## src/rtl/dso_pkg.sv

```systemverilog
// Shared definitions for the scope capture/dump blocks: dump FSM states and channel codes.
package dso_pkg;

  typedef enum logic [2:0] {
    IDLE,
    READ,
    LATCH,
    SEND,
    WAIT_TX,
    FINISH
  } dump_state_e;

  localparam logic [1:0] CH1 = 2'd0;
  localparam logic [1:0] CH2 = 2'd1;
  localparam logic [1:0] CH3 = 2'd2;

  function automatic logic chan_valid(input logic [1:0] chan);
    return chan != 2'd3;
  endfunction

endpackage

```

## src/rtl/trace_dump.sv

```systemverilog
// Streams one channel of the circular capture RAM out over the UART, oldest
// sample first, one byte per tx_start/tx_done handshake.
module trace_dump
  import dso_pkg::*;
#(
  parameter int AW = 9,
  parameter int DW = 8
) (
  input  logic          clk,
  input  logic          rst_n,
  input  logic          dump_start,
  input  logic [1:0]    dump_chan,
  input  logic          capture_done,
  input  logic [AW-1:0] trace_end,
  output logic [AW-1:0] ram_addr,
  output logic          ram_en,
  input  logic [DW-1:0] rdata_ch1,
  input  logic [DW-1:0] rdata_ch2,
  input  logic [DW-1:0] rdata_ch3,
  output logic [DW-1:0] tx_data,
  output logic          tx_start,
  input  logic          tx_done,
  output logic          dump_busy,
  output logic          dump_done,
  output logic          dump_err,
  output logic          clr_capture_done
);

  localparam logic [AW:0] LAST_BYTE = {1'b0, {AW{1'b1}}};

  dump_state_e   state, state_nxt;
  logic [AW-1:0] rd_ptr;
  logic [AW:0]   byte_cnt;
  logic [1:0]    chan_r;
  logic          start_q, cap_q;
  logic [1:0]    chan_q;
  logic          accept, last_byte;

  function automatic logic [DW-1:0] pick_sample(input logic [1:0] chan,
                                                input logic [DW-1:0] s1,
                                                input logic [DW-1:0] s2,
                                                input logic [DW-1:0] s3);
    case (chan)
      CH2:     return s2;
      CH3:     return s3;
      default: return s1;
    endcase
  endfunction

  assign accept    = (state == IDLE) && start_q && cap_q && chan_valid(chan_q);
  assign last_byte = (byte_cnt == LAST_BYTE);

  always_ff @(posedge clk or negedge rst_n) begin
    if (!rst_n) state <= IDLE;
    else        state <= state_nxt;
  end

  always_comb begin
    state_nxt = state;
    case (state)
      IDLE:    if (accept) state_nxt = READ;
      READ:    state_nxt = LATCH;
      LATCH:   state_nxt = SEND;
      SEND:    state_nxt = WAIT_TX;
      WAIT_TX: if (tx_done) state_nxt = last_byte ? FINISH : READ;
      FINISH:  state_nxt = IDLE;
      default: state_nxt = IDLE;
    endcase
  end

  // Request stage: the request is registered once before IDLE acts on it.
  always_ff @(posedge clk or negedge rst_n) begin
    if (!rst_n) begin
      start_q  <= 1'b0;
      chan_q   <= 2'd0;
      cap_q    <= 1'b0;
      dump_err <= 1'b0;
    end else begin
      start_q  <= dump_start && (state == IDLE);
      chan_q   <= dump_chan;
      cap_q    <= capture_done;
      dump_err <= (state == IDLE) && dump_start && !(capture_done && chan_valid(dump_chan));
    end
  end

  always_ff @(posedge clk or negedge rst_n) begin
    if (!rst_n) begin
      rd_ptr   <= '0;
      byte_cnt <= '0;
      chan_r   <= CH1;
    end else if (accept) begin
      rd_ptr   <= trace_end + AW'(1);
      byte_cnt <= '0;
      chan_r   <= chan_q;
    end else if ((state == WAIT_TX) && tx_done && !last_byte) begin
      rd_ptr   <= rd_ptr + AW'(1);
      byte_cnt <= byte_cnt + (AW+1)'(1);
    end
  end

  // Output stage: RAM read issued while in LATCH, data captured on leaving SEND.
  always_ff @(posedge clk or negedge rst_n) begin
    if (!rst_n) begin
      ram_en   <= 1'b0;
      ram_addr <= '0;
      tx_start <= 1'b0;
      tx_data  <= '0;
    end else begin
      ram_en   <= (state == READ);
      tx_start <= (state == SEND);
      if (state == READ) ram_addr <= rd_ptr;
      if (state == SEND) tx_data  <= pick_sample(chan_r, rdata_ch1, rdata_ch2, rdata_ch3);
    end
  end

  assign dump_busy        = (state != IDLE);
  assign dump_done        = (state == FINISH);
  assign clr_capture_done = (state == FINISH);

endmodule
```

## config.mk

```make
export PLATFORM = sky130hd
export DESIGN_NAME = trace_dump
export DESIGN_NICKNAME = d
export VERILOG_FILES = /design/src/rtl/dso_pkg.sv /design/src/rtl/trace_dump.sv
export SDC_FILE = /design/constraint.sdc
export NUM_CORES = 1
export LEC_CHECK = 0
export BUFFER_PORTS_ARGS = -buffer_cell sky130_fd_sc_hd__buf_2
export CAP_MARGIN = 20
export CORE_ASPECT_RATIO = 1.1
export CORE_MARGIN = 2
export CORE_UTILIZATION = 50
export CTS_CLUSTER_SIZE = 25
export DETAILED_ROUTE_END_ITERATION = 8
export PLACE_DENSITY_LB_ADDON = 0.12
export SLEW_MARGIN = 20
export SYNTH_ARGS = -nofsm -noshare
export SYNTH_HDL_FRONTEND = slang
export SYNTH_SLANG_ARGS = --single-unit
```

## constraint.sdc

```tcl
create_clock -name clk -period 7.3 [get_ports clk]
set_clock_uncertainty 0.05 [all_clocks]
set_input_delay 0 -clock clk [delete_from_list [all_inputs] [get_ports clk]]
set_output_delay 0 -clock clk [all_outputs]
set_load 0.005 [all_outputs]
```

Yosys cells after proc, flatten, opt, wreduce, memory -nomap -nowiden
Cells that the tools add are included.
Widths: inputs -> output; s select.
- flip-flop bits (word level): 48
- input bits: 40
- output and inout port bits: 23
- word-level logic and storage cells: 50
- add/subtract/negate cells: 3
- eq/ne operators: 12
- mux-type cells: 9
- reductions and logical operators: 14
- operators by type and width (kind ; count):
    $mux 10 ; 2
    $add 9x1->9 const B ; 2
    $mux 9 ; 2
    $pmux 8 s2 ; 1
    $pmux 3 s5 ; 1
    $add 10x1->10 const B ; 1
    $eq 10x9->1 const B ; 1
    $mux 3 ; 3
    $logic_and 1x1->1 ; 8
    $ne 2x2->1 const B ; 4
    $eq 3x2->1 const B ; 2
    $eq 3x3->1 const B ; 2
    $eq 3x1->1 const B ; 1
    $logic_not 3->1 ; 1
    $reduce_bool 3->1 ; 1
    $eq 2x1->1 const B ; 1
    $eq 2x2->1 const B ; 1
    $logic_not 1->1 ; 2
    $reduce_and 2->1 ; 1
    $reduce_bool 2->1 ; 1

Depth between registers and ports, before layout
Gate-level depths: netlist (run 1).
- word-level depth: 6
- mapped depth: 12
- depth with buffers taken out: 9

Least setup slack after synthesis (run 1)
OpenSTA, ideal clock, no wires.
- path type: register -> register
- start: reg state[0]
- end: reg rd_ptr[8]
- library setup time: 0.082 ns
- arrival time: 2.447 ns
- required time: 7.168 ns
- slack: 4.721 ns
- stages on the path, launching flop included: 12
- path buffers: 3
- period minus slack after synthesis: 2.579 ns
- cell sequence: dfrtp_1 -> buf_6 -> nor3_1 -> and4_1 -> clkbuf_1 -> buf_2 -> nand2_1 -> nand2_1 -> ha_1 -> nand3_1 -> or4_1 -> a31oi_1
- word-level cells in the longest chain between the ends: 5
- elaborated cells on any way between the ends: 9
- those cells by class: 1 x eq/ne; 1 x mux; 7 x reduce/logical
- ends and longest elaborated chain (element ; line ; source):
    start, declared ; trace_dump.sv:31 ; dump_state_e state, state_nxt;
    start signal, assigned ; trace_dump.sv:55 ; else state <= state_nxt;
    $logic_not 3->1 ; trace_dump.sv:50 ; assign accept = (state == IDLE) && start_q && cap_q && chan_valid(chan_q);
    $logic_and 1x1->1 (3 in a row) ; trace_dump.sv:50 ;
    $mux 9 or $reduce_bool 2->1 (tied branches) ; -- ;
    end signal, assigned ; trace_dump.sv:92 ; rd_ptr <= trace_end + AW'(1);
    end signal, assigned ; trace_dump.sv:96 ; rd_ptr <= rd_ptr + AW'(1);
    end, declared ; trace_dump.sv:32 ; logic [AW-1:0] rd_ptr;
Parallel ways exist; a longest one is shown, timed or not.
A chain may end at the register's enable or synchronous reset.

Worst setup path after layout (run 1)
Ends and elaborated chain as after synthesis.

==> results.md, run 1 <==
- Int Power: about 0.63 mW
- RSZ-0062 raised after global routing: no
- Initial Util: 0.520
- Crit-path max FO: 16
- Critical Path Start: state[0]$_DFFE_PN0P_
- Core area: 0.00465 mm2
- Cell area after synthesis: 0.00242 mm2
- Final Hold Fails: 0
- Initial antenna violation count: 0
- Net Switching: 0.350 mW
- CP Launch Type: flop
- Root Buffer: clkbuf_8
- Worst-path clk slew: 0.08 ns
- Largest area contributor in the netlist: dfrtp_1
- PortBufs: 62
- Via Count: 2005
- Max frequency: 343 MHz
- N_diodes: 0
- WL per Instance: roughly 13 um
- Crit end category: flop
- Drt total wl: around 4.9 mm
- Share of layout cells above drive strength 1: 0.261
- Gr usage total: 0.201
- PD cells: ~330 mW/mm2
- CTS tree: done
- Worst setup path class: flop to flop
- Syn nets: 290
- CP arrival: around 3.1 ns
- CTS sink count: 48
- Chip Height: 76.9 um
- Post-route minimum period: about 2.9 ns
- GPL Wtd Cong: 0.823
- Cell mode on critical path: nand2_1
- Placed instance area: 0.00273 mm2
- H-tree levels: 2
- Slowest-stage cell, CP: and4_1
- Routed vias/inst: 5.36
- Remaining DRCs: 0
- Max incr delay on CP: around 0.62 ns
- Max cap viols: 0
- First-pass GRT wire length: 8.91 mm
- Clock power share: 0.167
- Status: finished clean
- Avg Synthesized Cell Area: 9.83 um2
- Total Power: 0.984 mW
- Worst r2r path cells: 8
- Slew @ Worst Pin: 0.776 ns
- Min-Delay Path Class: primary input to flop
- I/O pin cnt: 63
- RR Startpoint: state[0]$_DFFE_PN0P_
- Area share of the largest cell type after synthesis: 0.497
- Die area: 0.00541 mm2
- Largest net degree at the start of global routing: 49
- Site row count: 26
- Max-slew violation count: 0
- Final HPWL from detailed placement: 3.42 mm
- Worst skew pair latency: 0.29 ns
- R2r setup slk: 4.38 ns
- Yosys warning count: 0
- Seq pwr share: 0.448
- Drt pass-1 iters: 4
- Most common cell in the netlist: dfrtp_1
- EDFF count, synth: 0
- Final net count: 362
- Final setup vio count: 0
- Most used DFF post-synth: dfrtp_1
- Vias in the first global route: 2017
- Ranking of synthesized cells by area: dfrtp_1, mux2_2, nand2_1
- Area Overhead vs Synth: 24.2%
- Deepest clock path buffer count: 2
- Hold Path Depth: 3
- Clock buffer count from CTS: 5
- Rel. slew slack: 0.481
- Hold Crit Start: trace_end[7]
- Asr flop ratio synth: 1.00
- Critical path data required time: 7.46 ns
- Max VDD drop: 0.180 mV
- Starting DRT DRC Count: 53
- Seq/Total Area, Yosys: 0.497
- Combinational power share: 0.385
- FILL cells: 397
- Total gr overflow: 0
- Post-synthesis instance total: 246
- Setup bufs post-CTS: 0
- Antenna viol nets, final: 0
- Die Wd: roughly 70 um
- Final setup TNS: 0 ns
- Unique masters post-synth: 39
- Tcrit/Tclk final: 0.400
- Post_cts resized: 0
- Crit-path cells: nor3_1 -> and4_1 -> nand2_1 -> nand2_1 -> ha_1 -> nand3_1 -> or4_1 -> a31oi_1
- Pleak: 1.38 nW
- Seq cells post-synth: 48
- Top cells by count, synth: dfrtp_1, nand2_1, nor2_1
- Fin area: 0.00300 mm2
- Sw frac: 0.356
[state kept, by name (all words and copies together) (netlist names)]
register / flops
byte_cnt: 10
ram_addr: 9
rd_ptr: 9
tx_data: 8
state: 3
chan_q: 2
chan_r: 2
cap_q: 1
dump_err: 1
ram_en: 1
start_q: 1
tx_start: 1
[critical path: cells and delay by family, from the launching register on]
| family | cells | cell delay [ns] |
|---|---|---|
| AND/OR/NAND/NOR | 6 | 1.93 |
| flip-flops | 1 | 0.47 |
| adder cells (fa/ha/maj) | 1 | 0.22 |
| AO/OA/AOI/OAI | 1 | 0.16 |
[placed cells by master, fill, tap and decap left out, types with 5 or more instances in the layout]
master and count:
or4_1 8, and3_1 5, nand2_1 25, inv_1 9, nor3_1 5, xnor2_1 5
o21ai_0 15, o31ai_1 5, nand3_1 9, buf_2 61, a21oi_1 14, nor2_1 17
mux2_2 10, or3_1 6, a22oi_1 8, o211ai_1 7, clkbuf_8 7, dfrtp_1 48
dlygate4sd3_1 17
[final cells by class]
type / instances / area, um2 / share of cell area
Multi-Input combinational cell: 173 / 1100 / 0.368
Clock buffer: 7 / 96.3 / 0.0321
Sequential cell: 48 / 1200 / 0.400
Tap cell: 56 / 70.1 / 0.0233
Inverter: 9 / 33.8 / 0.0113
Timing Repair Buffer: 81 / 498 / 0.166
[kinds of logic (layout without fill, tap and decap cells)]
group,Yosys count,count (layout),share of synthesized area
AOI/OAI and AO/OA,61,61,0.161
xor gates and xnor gates,9,9,0.0326
adders and majority gates,4,4,0.0207
buffers and inverters,25,97,0.0491
DFF,48,48,0.497
muxes,11,11,0.0507
and+or+nand+nor,88,88,0.189
[final timing paths]
path,end
max,rd_ptr[8]$_DFFE_PN0P_
min,rd_ptr[7]$_DFFE_PN0P_
max reg2reg,rd_ptr[8]$_DFFE_PN0P_
min reg2reg,tx_data[6]$_DFFE_PN0P_
max in group asynchronous,byte_cnt[4]$_DFFE_PN0P_
min in group asynchronous,tx_data[3]$_DFFE_PN0P_
[routing by layer]
metal  GRT usage  vias up  wire length [um]
met5           0        -                 0
met4      0.0654        0                48
met3      0.0460        6               172
met2       0.340       31              2450
met1       0.255      934              2280
li1            -     1034                 -
[power groups by stage]
stage	clock (mW)	combinational [mW]	sequential, mW
final	0.165	0.378	0.441
after global routing	0.181	0.440	0.459
after CTS	0.170	0.384	0.441
after detailed placement	0	0.376	0.446
after global placement	0	0.369	0.441
after floorplan	0	0.278	0.425
[stage by stage]
stage               setup WS (ns)  instances  hold WS (ns)   util
floorplan                    4.72        246        -0.346      -
global placement             4.53        350        0.0709  0.588
detailed placement           4.39        350        0.0757  0.588
CTS                          4.38        373       0.00862  0.643
global route                 4.12        374        0.0221  0.646
finish                       4.38        374        0.0116  0.646
[repair_timing]
action | in CTS | in global routing
endpoints found under the setup margin | 0 | 0
hold endpoints to repair | 64 | 1
hold buffers | 16 | 1
(Power assumes the default switching activity.)
==> run 2: changes to the inputs <==
--- a/config.mk
+++ b/config.mk
@@ -9,7 +9,7 @@
 export CAP_MARGIN = 20
 export CORE_ASPECT_RATIO = 1.1
 export CORE_MARGIN = 2
-export CORE_UTILIZATION = 50
+export CORE_UTILIZATION = 47
 export CTS_CLUSTER_SIZE = 25
 export DETAILED_ROUTE_END_ITERATION = 8
 export PLACE_DENSITY_LB_ADDON = 0.12
==> constraint.sdc (replaced) <==
create_clock -name clk -period 2.6 [get_ports clk]
set_clock_uncertainty 0.05 [all_clocks]
set_input_delay 0 -clock clk [delete_from_list [all_inputs] [get_ports clk]]
set_output_delay 0 -clock clk [all_outputs]
set_load 0.005 [all_outputs]
==> results.md, run 2 (synthesized netlist as in run 1, its figures left out) <==
- Final HPWL from detailed placement: 3.69 mm (+8.1%)
- Chip Height: 79.2 um (+3.0%)
- Setup bufs post-CTS: 0 (unchanged)
- Slew @ Worst Pin: 0.598 ns (-0.179 ns)
- Starting DRT DRC Count: 116 (+120%)
- FF/Latch Area: 0.00120 mm2 (unchanged)
- Initial antenna violation count: 0 (unchanged)
- Final setup vio count: 0 (unchanged)
- Hold Crit Start: trace_end[5]
- Rel. slew slack: 0.600 (+0.119)
- Drt pass-1 iters: 4 (unchanged)
- Max cap viols: 0 (unchanged)
- RSZ-0062 raised after global routing: no
- Pleak: 1.43 nW (+3.0%)
- Post_cts resized: 0 (unchanged)
- Routed vias/inst: 5.42 (+1.1%)
- Cell mode on critical path: nand2_1
- Number of flip-flops in the largest register: 10 (unchanged)
- N_diodes: 0 (unchanged)
- Drt total wl: 5.23 mm (+5.8%)
- Gr usage total: 0.196 (-0.00588)
- Site row count: 27 (+3.8%)
- Largest net degree at the start of global routing: 30 (-39%)
- Crit-path max FO: 6 (-10)
- Area Overhead vs Synth: 27.0%
- H-tree levels: 2 (unchanged)
- Top reg by flops: byte_cnt
- Max VDD drop: 0.447 mV (+150%)
- Commonest cells after routing, fill and taps aside: buf_2, dfrtp_1, nand2_1
- Max frequency: 418 MHz (+22%)
- Worst r2r path cells: 8 (unchanged)
- Clock buffer count from CTS: 5 (unchanged)
- I/O pin cnt: 63 (unchanged)
- FILL cells: 458 (+15%)
- CTS Hold Buffers Added: 19 (+3)
- R2r setup slk: 0.21 ns (-4.17 ns)
- GPL Wtd Cong: 0.797 (-3.1%)
- Total gr overflow: 0 (unchanged)
- Final setup TNS: 0 ns (unchanged)
- Crit-path cells: nor3_1 -> and4_1 -> nand2_1 -> nand2_1 -> ha_1 -> nand3_1 -> or4_1 -> a31oi_1
- PortBufs: 62 (unchanged)
- Die Wd: 72.4 um (+3.0%)
- Root Buffer: clkbuf_8
- Commonest non-fill, non-tap cell in the layout: buf_2
- Multi-input gate area: 0.00110 mm2 (unchanged)
- First-pass GRT wire length: 8.74 mm (-2.0%)
- Routed length on met2: 2.63 mm (+7.4%)
- RR Startpoint: state[0]$_DFFE_PN0P_
- Critical path data required time: 2.78 ns (-4.68 ns)
- Max Used Layer: met4
- Tcrit/Tclk final: 0.920 (+0.520)
- Worst Hold End: rd_ptr[5]$_DFFE_PN0P_
- WL per Instance: 13.6 um (+2.5%)
- Routed met1 length: 2.35 mm (+3.0%)
- Biggest regs: byte_cnt x10, ram_addr x9, rd_ptr x9
- CTS tree: done
- Final Hold Fails: 0 (unchanged)
- Status: finished clean
- Remaining DRCs: 0 (unchanged)
- Crit end category: flop
- Metal3 WL: 191 um (+11%)
- Hold Path Depth: 3 (unchanged)
- Worst-path clk slew: 0.09 ns (about the same)
- Min-Delay Path Class: primary input to flop
- End-of-flow core utilization: 0.614 (-0.0311)
- Max-slew violation count: 0 (unchanged)
- Post-route minimum period: 2.39 ns (-0.527 ns)
- Slowest-stage cell, CP: or4_1
- Final net count: 371 (+2.5%)
- Die area: 0.00574 mm2 (+6.0%)
- Core area: 0.00500 mm2 (+7.5%)
- Max incr delay on CP: 0.50 ns (-0.12 ns)
- Via Count: 2093 (+4.4%)
- Antenna viol nets, final: 0 (unchanged)
- Worst setup path class: flop to flop
- Share of layout cells above drive strength 1: 0.277 (+0.0164)
- Worst R2R End: rd_ptr[8]$_DFFE_PN0P_
- CTS sink count: 48 (unchanged)
- Vias in the first global route: 1988 (-1.4%)
- CP arrival: 2.57 ns (-0.51 ns)
- CP Launch Type: flop
- Deepest clock path buffer count: 2 (unchanged)
- Initial Util: 0.484 (-0.0362)
- PD cells: 913 mW/mm2 (+180%)
- Worst skew pair latency: 0.30 ns (about the same)
-- run 2: worst max-delay path by stage --
stage                         startpoint                    end  slack, ns  depth (start not counted)
global placement    state[0]$_DFFE_PN0P_  rd_ptr[8]$_DFFE_PN0P_       0.30                          8
floorplan           state[0]$_DFFE_PN0P_  rd_ptr[8]$_DFFE_PN0P_       0.02                         11
detailed placement  state[0]$_DFFE_PN0P_  rd_ptr[8]$_DFFE_PN0P_       0.21                          8
finish              state[0]$_DFFE_PN0P_  rd_ptr[8]$_DFFE_PN0P_       0.21                          8
global route        state[0]$_DFFE_PN0P_  rd_ptr[8]$_DFFE_PN0P_       0.04                          8
CTS                 state[0]$_DFFE_PN0P_  rd_ptr[8]$_DFFE_PN0P_       0.20                          8
-- run 2: routing by layer --
layer | global-route usage | vias up
met5 | 0 | -
met4 | 0.0815 | 0
met3 | 0.0305 | 6
met2 | 0.338 | 36
met1 | 0.242 | 994
li1 | - | 1057
-- run 2: stage by stage --
| stage | area (um2) | power [mW] | hold WS (ns) | std cells | setup slack, ns |
|---|---|---|---|---|---|
| 2_1_floorplan | 2420 | 1.97 | -0.346 | 246 | 0.0209 |
| 3_3_place_gp | 2790 | 2.33 | -0.0814 | 359 | 0.303 |
| 3_5_place_dp | 2790 | 2.36 | -0.0791 | 359 | 0.209 |
| 4_1_cts | 3070 | 2.84 | 0.00523 | 386 | 0.196 |
| 5_1_grt | 3070 | 3.06 | 0.0477 | 386 | 0.0447 |
| 6_report | 3070 | 2.80 | 0.0205 | 386 | 0.207 |
-- run 2: critical path, delay by kind of cell (launching register included) --
kind | cells | cell delay (ns)
simple gates | 6 | 1.51
flops | 1 | 0.39
fa+ha+maj | 1 | 0.23
compound gates | 1 | 0.16
-- run 2: area by class of cell --
class,instances,share of cell area
sequential,48,0.391
multi-input combinational,173,0.359
timing repair buffer,90,0.185
clock buffer,6,0.0269
tap,58,0.0236
inverter,9,0.0110
clock inverter,2,0.00326
-- run 2: power breakdown --
group	total, mW	switching [mW]	leakage [nW]	internal (mW)
logic	1.16	0.594	0.772	0.563
clock network	0.454	0.242	0.0510	0.212
registers	1.19	0.178	0.602	1.02
==> run 3: changes to the inputs <==
--- a/config.mk
+++ b/config.mk
@@ -9,7 +9,7 @@
 export CAP_MARGIN = 20
 export CORE_ASPECT_RATIO = 1.1
 export CORE_MARGIN = 2
-export CORE_UTILIZATION = 47
+export CORE_UTILIZATION = 50
 export CTS_CLUSTER_SIZE = 25
 export DETAILED_ROUTE_END_ITERATION = 8
 export PLACE_DENSITY_LB_ADDON = 0.12
==> constraint.sdc (replaced) <==
create_clock -name clk -period 2.5 [get_ports clk]
set_clock_uncertainty 0.05 [all_clocks]
set_input_delay 0 -clock clk [delete_from_list [all_inputs] [get_ports clk]]
set_output_delay 0 -clock clk [all_outputs]
set_load 0.005 [all_outputs]
==> results.md, run 3 (synthesized netlist as in run 1, its figures left out) <==
- Max-slew violation count: 0 (unchanged)
- Top reg by flops: byte_cnt
- Total gr overflow: 0 (unchanged)
- Via Count: 2088 (-0.24%)
- Hold Crit Start: trace_end[7]
- Placed instance area: 0.00279 mm2 (about the same)
- Cell mode on critical path: nand2_1
- Drt total wl: 5.31 mm (+1.5%)
- Worst R2R End: rd_ptr[8]$_DFFE_PN0P_
- Biggest regs: byte_cnt x10, ram_addr x9, rd_ptr x9
- Drt pass-1 iters: 4 (unchanged)
- Die area: 0.00541 mm2 (-5.7%)
- Worst skew pair latency: 0.30 ns (about the same)
- Site row count: 26 (-3.7%)
- Crit-path max FO: 6 (unchanged)
- GPL Wtd Cong: 0.780 (-2.1%)
- CP Buf/Inv Count: 0 (unchanged)
- Setup bufs post-CTS: 0 (unchanged)
- Commonest cells after routing, fill and taps aside: buf_2, dfrtp_1, nand2_1
- Total Power: 2.96 mW (+5.5%)
- Area Overhead vs Synth: 26.8%
- Remaining DRCs: 0 (unchanged)
- Fin area: 0.00307 mm2 (-0.16%)
- Post-route minimum period: 2.33 ns (-0.0627 ns)
- Combinational power share: 0.408 (-0.004)
- Int Power: 1.90 mW (+5.9%)
- Rel. slew slack: 0.602 (+0.00148)
- Final Hold Fails: 0 (unchanged)
- R2r setup slk: 0.17 ns (-0.04 ns)
- Final setup TNS: 0 ns (unchanged)
- Worst r2r path cells: 8 (unchanged)
- Crit end category: flop
- Status: finished clean
- Seq pwr share: 0.426 (about the same)
- Commonest non-fill, non-tap cell in the layout: buf_2
- Final worst setup slack: 0.170 ns (-0.0373 ns)
- Final net count: 369 (-0.54%)
- Hold Path Depth: 3 (unchanged)
- Vias in the first global route: 2041 (+2.7%)
- Antenna viol nets, final: 0 (unchanged)
- Share of layout cells above drive strength 1: 0.283 (+0.00564)
- Die Wd: 70.3 um (-2.9%)
- CTS tree: done
- Routed vias/inst: 5.48 (+1.1%)
- Max incr delay on CP: 0.51 ns (about the same)
- Slowest-stage cell, CP: or4_1
- Min-Delay Path Class: primary input to flop
- Slew @ Worst Pin: 0.597 ns (-0.000411 ns)
- CP arrival: 2.50 ns (-0.07 ns)
- First-pass GRT wire length: 9.23 mm (+5.6%)
- Number of flip-flops in the largest register: 10 (unchanged)
- Worst Hold End: rd_ptr[7]$_DFFE_PN0P_
- Clock buffer count from CTS: 5 (unchanged)
- CTS sink count: 48 (unchanged)
- Gr usage total: 0.212 (+0.0166)
- RR Startpoint: state[0]$_DFFE_PN0P_
- CP top delay family: simple AND/OR/NAND/NOR gates
- RSZ-0062 raised after global routing: no
- Dpl ws: 0.157 ns (-0.0523 ns)
- Pleak: 1.42 nW (-0.37%)
- WHS: 0.00857 ns (-0.0119 ns)
- Deepest clock path buffer count: 2 (unchanged)
- Largest net degree at the start of global routing: 28 (-6.7%)
- Initial antenna violation count: 0 (unchanged)
- Net Switching: 1.06 mW (+5.0%)
- Final HPWL from detailed placement: 3.82 mm (+3.5%)
- Core area: 0.00465 mm2 (-7.0%)
- Sw frac: 0.359 (-0.00198)
- Max VDD drop: 0.592 mV (+33%)
- Worst-path clk slew: 0.08 ns (about the same)
- WL per Instance: 13.9 um (+2.8%)
- Clock power share: 0.166 (+0.004)
- H-tree levels: 2 (unchanged)
- I/O pin cnt: 63 (unchanged)
- Initial Util: 0.520 (+0.0362)
- N_diodes: 0 (unchanged)
- Final setup vio count: 0 (unchanged)
- Starting DRT DRC Count: 104 (-10%)
- Root Buffer: clkbuf_8
- Worst setup path class: flop to flop
- Crit-path cells: nor3_4 -> and4_4 -> nand2_1 -> nand2_1 -> ha_1 -> nand3_1 -> or4_1 -> a31oi_1
- CP Launch Type: flop
- Critical path data required time: 2.67 ns (-0.11 ns)
- Tcrit/Tclk final: 0.932 (+0.0117)
- Max frequency: 429 MHz (+2.7%)
- Max cap viols: 0 (unchanged)
- PD cells: 965 mW/mm2 (+5.7%)
- Chip Height: 76.9 um (-2.9%)
- PortBufs: 62 (unchanged)
-- run 3: cell types whose count changed in the layout (fill, tap and decap cells not counted), sizes merged --
cell	change
clkbuf	+1
clkinv	-2
dlygate4sd3	-2
-- run 3: worst max path at each step --
stage | startpoint | endpoint | slack, ns | cells past startpoint
floorplan | state[0]$_DFFE_PN0P_ | rd_ptr[8]$_DFFE_PN0P_ | 0.0008 | 11
global placement | state[0]$_DFFE_PN0P_ | rd_ptr[8]$_DFFE_PN0P_ | 0.31 | 8
detailed placement | state[0]$_DFFE_PN0P_ | rd_ptr[8]$_DFFE_PN0P_ | 0.16 | 8
CTS | state[0]$_DFFE_PN0P_ | rd_ptr[8]$_DFFE_PN0P_ | 0.10 | 8
global route | state[0]$_DFFE_PN0P_ | rd_ptr[8]$_DFFE_PN0P_ | 0.008 | 8
finish | state[0]$_DFFE_PN0P_ | rd_ptr[8]$_DFFE_PN0P_ | 0.17 | 8
-- run 3: routing by layer --
| metal | track usage | part of all wire |
|---|---|---|
| met1 | 0.265 | 0.44 |
| met5 | 0 | 0 |
| met3 | 0.0499 | 0.029 |
| met4 | 0.0731 | 0.018 |
| met2 | 0.358 | 0.52 |
-- run 3: power groups by stage --
stage | clock network (mW) | registers (mW) | logic (mW)
floorplan | 0 | 1.24 | 0.820
global placement | 0 | 1.26 | 1.16
detailed placement | 0 | 1.27 | 1.19
CTS | 0.509 | 1.25 | 1.22
global route | 0.534 | 1.31 | 1.38
finish | 0.492 | 1.26 | 1.21
-- run 3: what timing repair did --
action,in CTS,in global routing
endpoints found under the hold margin,43,0
endpoints found under the setup margin,0,1
hold buffers,17,0
gates resized for setup,0,2
-- run 3: final cells by class --
cell class / instances / area, um2
multi-input combinational: 173 / 1120
inverter: 9 / 33.8
tap: 56 / 70.1
clock buffer: 7 / 96.3
timing repair buffer: 88 / 548
fill: 397 / 1590
sequential: 48 / 1200
-- run 3: stage by stage --
step / instances / util
3_5_place_dp: 357 / 0.600
5_1_grt: 381 / 0.659
6_report: 381 / 0.659
4_1_cts: 381 / 0.657
3_3_place_gp: 357 / 0.600
2_1_floorplan: 246 / -
-- run 3: worst reg2reg max path: stages (launching register included) --
cell and delay (ns):
dfrtp_1 0.42, nor3_4 0.25, and4_4 0.27, nand2_1 0.08
nand2_1 0.06, ha_1 0.22, nand3_1 0.18, or4_1 0.51
a31oi_1 0.22
